File: src/rtl/counter_job_scheduler.sv
// rtl/counter_job_scheduler.sv - round-robin scheduler sharing one up/down counter among requesters
module counter_job_scheduler #(
    parameter int NREQ   = 4,
    parameter int STEP_W = 4,
    parameter int CNT_W  = 4
) (
    input  logic                     clk,
    input  logic                     reset,
    input  logic [NREQ-1:0]          req,
    input  logic [NREQ-1:0]          req_dir,
    input  logic [NREQ*STEP_W-1:0]   req_steps,
    output logic [NREQ-1:0]          gnt,
    output logic [NREQ-1:0]          done,
    output logic [NREQ-1:0]          err,
    output logic [CNT_W-1:0]         result,
    output logic                     busy,
    output logic                     cnt_reset,
    output logic                     cnt_act,
    output logic                     cnt_up_down,
    input  logic                     cnt_overflow,
    input  logic [CNT_W-1:0]         cnt_value
);

    localparam int IDX_W = (NREQ > 1) ? $clog2(NREQ) : 1;

    localparam logic [2:0] S_IDLE  = 3'd0;
    localparam logic [2:0] S_LOAD  = 3'd1;
    localparam logic [2:0] S_RUN   = 3'd2;
    localparam logic [2:0] S_FIN   = 3'd3;
    localparam logic [2:0] S_ABORT = 3'd4;

    logic [2:0]        state;
    logic [IDX_W-1:0]  ptr;
    logic [IDX_W-1:0]  idx;
    logic              dir;
    logic [STEP_W-1:0] rem;
    logic [CNT_W-1:0]  result_q;

    logic              pick_valid;
    logic [IDX_W-1:0]  pick_idx;
    logic [IDX_W-1:0]  cand;
    logic [IDX_W-1:0]  next_ptr;
    logic [NREQ-1:0]   idx_oh;

    // Round-robin search: first requester at or after ptr, wrapping around
    always_comb begin
        pick_valid = 1'b0;
        pick_idx   = '0;
        cand       = '0;
        for (int k = 0; k < NREQ; k++) begin
            cand = IDX_W'((int'(ptr) + k) % NREQ);
            if (!pick_valid && req[cand]) begin
                pick_valid = 1'b1;
                pick_idx   = cand;
            end
        end
    end

    assign next_ptr = (idx == IDX_W'(NREQ - 1)) ? '0 : idx + 1'b1;
    assign idx_oh   = NREQ'(1) << idx;

    // Job sequencing: latch a job in IDLE, clear, step the counter, then report
    always_ff @(posedge clk) begin
        if (reset) begin
            state    <= S_IDLE;
            ptr      <= '0;
            idx      <= '0;
            dir      <= 1'b0;
            rem      <= '0;
            result_q <= '0;
        end else begin
            case (state)
                S_IDLE: begin
                    if (pick_valid) begin
                        idx   <= pick_idx;
                        dir   <= req_dir[pick_idx];
                        rem   <= req_steps[int'(pick_idx)*STEP_W +: STEP_W];
                        state <= S_LOAD;
                    end
                end
                S_LOAD: begin
                    state <= (rem == '0) ? S_FIN : S_RUN;
                end
                S_RUN: begin
                    rem <= rem - 1'b1;
                    if (cnt_overflow) begin
                        state <= S_ABORT;
                    end else if (rem == STEP_W'(1)) begin
                        state <= S_FIN;
                    end
                end
                S_FIN: begin
                    result_q <= cnt_value;
                    ptr      <= next_ptr;
                    state    <= S_IDLE;
                end
                S_ABORT: begin
                    ptr   <= next_ptr;
                    state <= S_IDLE;
                end
                default: begin
                    state <= S_IDLE;
                end
            endcase
        end
    end

    // Moore decode of the state; result tracks the counter during FIN so it is
    // valid alongside done, and holds its last completed value otherwise
    always_comb begin
        gnt         = '0;
        done        = '0;
        err         = '0;
        busy        = (state != S_IDLE);
        cnt_reset   = (state == S_LOAD) || (state == S_ABORT);
        cnt_act     = (state == S_RUN);
        cnt_up_down = (state == S_RUN) && dir;
        result      = (state == S_FIN) ? cnt_value : result_q;
        if ((state == S_LOAD) || (state == S_RUN) || (state == S_FIN) || (state == S_ABORT)) begin
            gnt = idx_oh;
        end
        if (state == S_FIN) begin
            done = idx_oh;
        end
        if (state == S_ABORT) begin
            err = idx_oh;
        end
    end

endmodule

File: config.mk
export PLATFORM = sky130hd
export DESIGN_NAME = counter_job_scheduler
export DESIGN_NICKNAME = d
export VERILOG_FILES = /design/src/rtl/counter_job_scheduler.sv
export SDC_FILE = /design/constraint.sdc
export NUM_CORES = 1
export LEC_CHECK = 0
export BUFFER_PORTS_ARGS = -buffer_cell sky130_fd_sc_hd__buf_2
export CAP_MARGIN = 20
export CORE_MARGIN = 4
export CORE_UTILIZATION = 43
export DETAILED_ROUTE_END_ITERATION = 8
export HOLD_SLACK_MARGIN = 0.15
export PLACE_DENSITY = 0.76
export SLEW_MARGIN = 0
export SYNTH_ARGS = -nofsm -noshare
export SYNTH_HDL_FRONTEND = slang
export SYNTH_SLANG_ARGS = --single-unit
File: constraint.sdc
create_clock -name clk -period 1.7 [get_ports clk]
set_input_delay 0.085 -clock clk [delete_from_list [all_inputs] [get_ports clk]]
set_output_delay 0.085 -clock clk [all_outputs]
set_load 0.1 [all_outputs]
==> reports/qor.yml, run 1 <==
status: "finished, final reports clean"
grt_pass1_vias: 1287
place_area_mm2: 0.00186
diodes: 0
synth.avg_cell_area_um2: 7.85
fin_area_mm2: 0.00204
wire_per_inst_um: 13.7
fin_skew_ns: 0.00454
setup_ws_ns: 0.0524
cts_root_buffer: "clkbuf_4"
post_cts_buffers: 0
slew_headroom_pct: 67.6
fmax_mhz: 607
path_class: "reg2reg"
start_util_pct: 45.0
h-tree-depth: 1
grt_pass1_wl_mm: 5.68
crit_path_start: "ptr[0]"
cts_sinks: 16
synth_nets: 196
syn_area_mm2: 0.00124
cp_data_required_time_ns: 1.88
hold_path.class: "in2reg"
finalHoldViolCount: 0
seq_area_frac_synth_pct: 25.8
slew_viol_final: 0
io_buffers: 50
yosys_most_used_dff: "dfxtp_1"
ys_types: 48
end_kind: "flip-flop"
syn2layout_area_growth_pct: 64.8
fin_tns_setup_ns: 0
fp.dieH_um: 61.7
cts_buffer_depth: 2
crit_path_start_kind: "flip-flop"
clkTransAtPathRegs_ns: 0.10
cp_max_fo: 5
finalSetupViolations: 0
drcViolationCount: 0
antenna_found_initial: 0
grt_max_degree: 18
die-area_mm2: 0.00381
r2r-start: "ptr[0]"
pre_cts_ws_ns: 0.0119
synth_enable_flop_cells: 0
post-route-period-util_pct: 96.9
dieWidth_um: 61.7
maxCapViolations: 0
dpl.hpwl_mm: 2.56
p_leak_nw: 0.924
globalplace.congestion: 0.760
clock_latency_ns: 0.29
final_cell_mix: "32 x buf_2, 20 x nand2_1, 18 x buf_12"
worstMarginPinSlew_ns: 0.489
core_area_mm2: 0.00276
nets: 266
grt_usage_pct: 19.7
crit_arrival_ns: 1.83
final_common_cell: "buf_2"
power_density_mw_per_mm2: 879
drtIter0Drc: 42
firstDrtPassIters: 4
yosysWarnings: 0
cts_buffers: 3
hold_start: "cnt_value[0]"
cts_tree: "built"
ant_nets: 0
finalWirelength_mm: 3.52
route.vias.total: 1388
syn_inst: 158
core.rowCount: 19
gr-total-overflow: 0
synth-seq-cells: 16
fin_crit_ns: 1.65
ir_worst_vdd_uv: 798
drt-vias-per-instance: 5.40
synthArstFlopShare_pct: 0
ios: 51
drive_gt1_share_pct: 41.6
## cell usage after synthesis (2+ instances only)
master | instances | area (um^2)
a2111oi_2 | 2 | 30.0
a21oi_1 | 7 | 35.0
and2_1 | 9 | 56.3
and3_1 | 7 | 43.8
clkbuf_1 | 3 | 11.3
dfxtp_1 | 16 | 320
ha_1 | 7 | 87.6
inv_1 | 9 | 33.8
mux2i_1 | 6 | 60.1
nand2_1 | 24 | 90.1
nand2b_1 | 2 | 12.5
nand3_1 | 2 | 10.0
nand4_1 | 2 | 12.5
nor2_1 | 11 | 41.3
nor2_2 | 2 | 12.5
nor2b_1 | 7 | 43.8
nor3_1 | 3 | 15.0
nor4_1 | 2 | 12.5
o21ai_0 | 5 | 25.0
o221ai_1 | 2 | 17.5
or4_4 | 2 | 22.5
xnor2_1 | 2 | 17.5
## repair_timing
item	CTS	global route
endpoints found under the setup margin	13	15
gates resized for setup	4	7
endpoints found under the hold margin	5	3
hold buffers	8	3
## sequential cells by signal (all words and copies together), names as in the netlist
| signal | count |
|---|---|
| rem | 4 |
| state | 3 |
| ptr | 2 |
| idx | 2 |
| dir | 1 |
| result_q | 4 |
## where the power goes
group          switching [mW]  leakage [nW]  total [mW]  internal, mW
logic                   0.671         0.777        1.08         0.413
clock network           0.127        0.0138       0.210        0.0825
registers              0.0720         0.133       0.504         0.432
## worst max-delay path, cell delays in order, from the launching register on
cell       delay, ns
dfxtp_2         0.36
nor2b_2         0.06
or4_4           0.52
and3_1          0.22
a2111oi_4       0.29
a211oi_2        0.08
## final timing paths
kind                            slack, ns  depth (start not counted)     endpoint
worst max register to register       0.05                          5       rem[0]
worst min register to register       0.49                          2       ptr[0]
worst min-delay path                 0.14                          4  result_q[0]
worst max-delay path                 0.05                          5       rem[0]
## through the flow
step / total power [mW] / util [%] / cells / hold WS, ns
finish: 1.80 / 74.1 / 257 / 0.141
global route: 1.89 / 74.1 / 257 / 0.157
CTS: 1.75 / 71.8 / 254 / 0.153
detailed placement: 1.51 / 67.5 / 243 / 0.383
global placement: 1.49 / 67.5 / 243 / 0.378
floorplan: 1.20 / - / 158 / 0.157
## routing by layer
metal,wire length [um],up-vias,track usage (%)
met5,0,-,0
met4,105,0,10.0
met3,248,13,2.07
met2,1720,61,34.2
met1,1440,622,24.0
li1,-,692,-
## cell type report
type	instances	area (um^2)
Clock buffer	3	22.5
Fill cell	189	714
Inverter	9	33.8
Multi-Input combinational cell	129	930
Sequential cell	16	328
Tap cell	31	38.8
Timing Repair Buffer	69	691
## cells by family after synthesis
kind of cell    after synthesis  synth area share, %
simple gates                 83                 36.4
compound gates               30                 19.5
flops                        16                 25.8
buf+inv                      13                 4.04
mux                           7                 5.75
fa+ha+maj                     7                 7.06
xor+xnor                      2                 1.41
Power figures use the tool's default switching activity.
==> run 2: changes to the inputs <==
--- a/config.mk
+++ b/config.mk
@@ -5,13 +5,14 @@
 export SDC_FILE = /design/constraint.sdc
 export NUM_CORES = 1
 export LEC_CHECK = 0
+export ABC_AREA = 1
 export BUFFER_PORTS_ARGS = -buffer_cell sky130_fd_sc_hd__buf_2
 export CAP_MARGIN = 20
 export CORE_MARGIN = 4
-export CORE_UTILIZATION = 43
+export CORE_UTILIZATION = 46
 export DETAILED_ROUTE_END_ITERATION = 8
 export HOLD_SLACK_MARGIN = 0.15
-export PLACE_DENSITY = 0.76
+export PLACE_DENSITY = 0.77
 export SLEW_MARGIN = 0
 export SYNTH_ARGS = -nofsm -noshare
 export SYNTH_HDL_FRONTEND = slang
==> run 2 against run 1 <==
  * The run now ends with negative setup slack left
  * Combinational power grew to 3.1 times the previous value
  * Via count grew 30%
  * Sequential cell count is the same
  * Synthesized area grew 21%
  * Total power grew 130%
  * Maximum frequency shrank 7.1%
  * Critical endpoint is now rem[2]
  * Largest power group unchanged
==> reports/qor.yml, run 2 <==
status: "complete, but fails checks"
violations: "negative setup slack"
drive_gt1_share_pct: 42.9
cpMaxStageDelayCell: "dfxtp_2"
ios: 51
final_cell_mix: "55 x nand2_1, 45 x inv_1, 32 x buf_2"
ant_nets: 0
slew_headroom_pct: 67.7
post-route-period-util_pct: 104
syn_inst: 246
h-tree-depth: 1
cts_buffers: 3
synth_top_area_share_pct: 21.3
yosys_most_used_dff: "dfxtp_1"
finalHoldViolCount: 0
seq_area_frac_synth_pct: 21.3
gr-total-overflow: 0
grt_pass1_wl_mm: 7.17
crit_path_start_kind: "flip-flop"
met2_wirelength_mm: 2.42
cp_max_fo: 10
cts_tree: "built"
p_leak_nw: 1.26
drtIter0Drc: 87
yosysMostFrequentCell: "nand2_1"
setup_ws_ns: -0.0744
dieWidth_um: 65.2
rsz0062_at_grt: "true"
final_common_cell: "nand2_1"
crit_arrival_ns: 1.97
grt_usage_pct: 20.7
top_layer: "met4"
syn_area_mm2: 0.00151
synth.avg_cell_area_um2: 6.12
cp_cell_sequence: "buf_6 > inv_8 > nand2_2 > nand3_1 > nand2_2 > inv_1 > nand3_1 > nand3_1 > nand2_2 > nor2_4 > inv_1 > o21bai_1 > nor2_1"
synth-seq-cells: 16
cp_data_required_time_ns: 1.90
io_buffers: 50
firstDrtPassIters: 4
end_kind: "flip-flop"
start_util_pct: 48.5
clock_latency_ns: 0.30
grt_max_degree: 13
finalWirelength_mm: 4.55
wire_per_inst_um: 12.4
reg.largest.list: "rem x4, result_q x4, state x3"
hold_path.class: "in2reg"
route.vias.total: 1802
path_class: "reg2reg"
cts_buffer_depth: 2
synth_enable_flop_cells: 0
finalSetupViolations: 6
yosysWarnings: 0
clkTransAtPathRegs_ns: 0.11
globalplace.congestion: 0.882
syn2layout_area_growth_pct: 60.5
final_util_pct: 77.9
slew_viol_final: 0
power_density_mw_per_mm2: 1740
synthArstFlopShare_pct: 0
synth_top_area_cell: "dfxtp_1"
ir_worst_vdd_uv: 776
maxCapViolations: 0
die-area_mm2: 0.00425
core.rowCount: 20
critPathMaxStageDelay_ns: 0.35
hold_path_depth: 5
dr_wl_met3_um: 235
worstMarginPinSlew_ns: 0.488
fin_crit_ns: 1.77
drcViolationCount: 0
rr_worst_depth: 13
drt-vias-per-instance: 4.90
grt_pass1_vias: 1657
cts_root_buffer: "clkbuf_4"
ys_types: 33
diodes: 0
antenna_found_initial: 0
fin_skew_ns: 0.00687
synth.top_cells.by_area: "dfxtp_1 21%, nand2_1 15%, inv_1 12%"
fin_tns_setup_ns: -0.268
core_area_mm2: 0.00310
dpl.hpwl_mm: 3.10
fmax_mhz: 564
yosys-top-cells-count: "60 x nand2_1, 47 x inv_1, 25 x nor2_1"
synth_nets: 284
wl_met1_mm: 1.82
fp.dieH_um: 65.2
nets: 363
cts_sinks: 16
-- run 2: cell types whose count changed after synthesis, moves of 7 or more --
cell and change:
inv_1 +38, nand2_1 +36, nand3_1 +17, nor2_1 +14, nand2_2 +13, and2_1 -9, and3_1 -7, nor2b_1 -7
-- run 2: layout make-up --
type	count	area, um^2
clock buffers	4	36.3
fillers	238	684
inverters	54	218
multi-input cells	171	1070
flip-flops and latches	16	325
well taps	44	55.1
repair buffers	79	711
-- run 2: metal layers --
layer | track usage [%] | vias to the layer above
li1 | - | 923
met1 | 24.3 | 812
met2 | 40.2 | 58
met3 | 2.74 | 9
met4 | 3.11 | 0
met5 | 0 | -
-- run 2: worst max-delay path: cells and delay by family, from the launching register on --
family	cells	cell delay, ns
simple gates	8	0.82
flops	1	0.35
buf+inv	4	0.38
compound gates	1	0.11
-- run 2: repair_timing --
action                     4_1_cts  5_1_grt
setup buffers                    5        0
hold buffers                     8        0
pin swaps                        5        7
hold endpoints to repair        10        0
gates resized for setup         14       15
setup endpoints to repair       14       19
-- run 2: kinds of logic after synthesis --
group / count (synthesis) / synth area share, %
AOI/OAI and AO/OA: 22 / 8.97
adders and majority gates: 7 / 5.81
and+or+nand+nor: 141 / 46.7
xor gates and xnor gates: 1 / 0.582
buffers and inverters: 59 / 16.7
DFF: 16 / 21.3
-- run 2: through the flow --
| step | instance area, um^2 | hold slack [ns] | setup WS [ns] | std cells | power, mW |
|---|---|---|---|---|---|
| floorplan | 1590 | 0.208 | -0.609 | 246 | 2.88 |
| global placement | 2170 | 0.327 | -0.0909 | 351 | 3.59 |
| detailed placement | 2170 | 0.330 | -0.133 | 351 | 3.65 |
| CTS | 2370 | 0.169 | -0.0144 | 368 | 4.09 |
| global route | 2420 | 0.214 | -0.219 | 368 | 4.48 |
| finish | 2420 | 0.159 | -0.0744 | 368 | 4.21 |
-- run 2: final timing paths --
| check | start | slack (ns) | endpoint |
|---|---|---|---|
| worst min-delay path | req_steps[2] | 0.16 | rem[2] |
| worst max-delay path | ptr[0] | -0.07 | rem[2] |
| worst max register to register | ptr[0] | -0.07 | rem[2] |
| worst min register to register | ptr[1] | 0.58 | ptr[1] |
-- run 2: power breakdown --
group | switching, mW | internal (mW) | leakage, nW
combinational | 2.21 | 1.13 | 1.11
clock | 0.135 | 0.131 | 0.0210
sequential | 0.108 | 0.499 | 0.133
total | 2.46 | 1.76 | 1.26
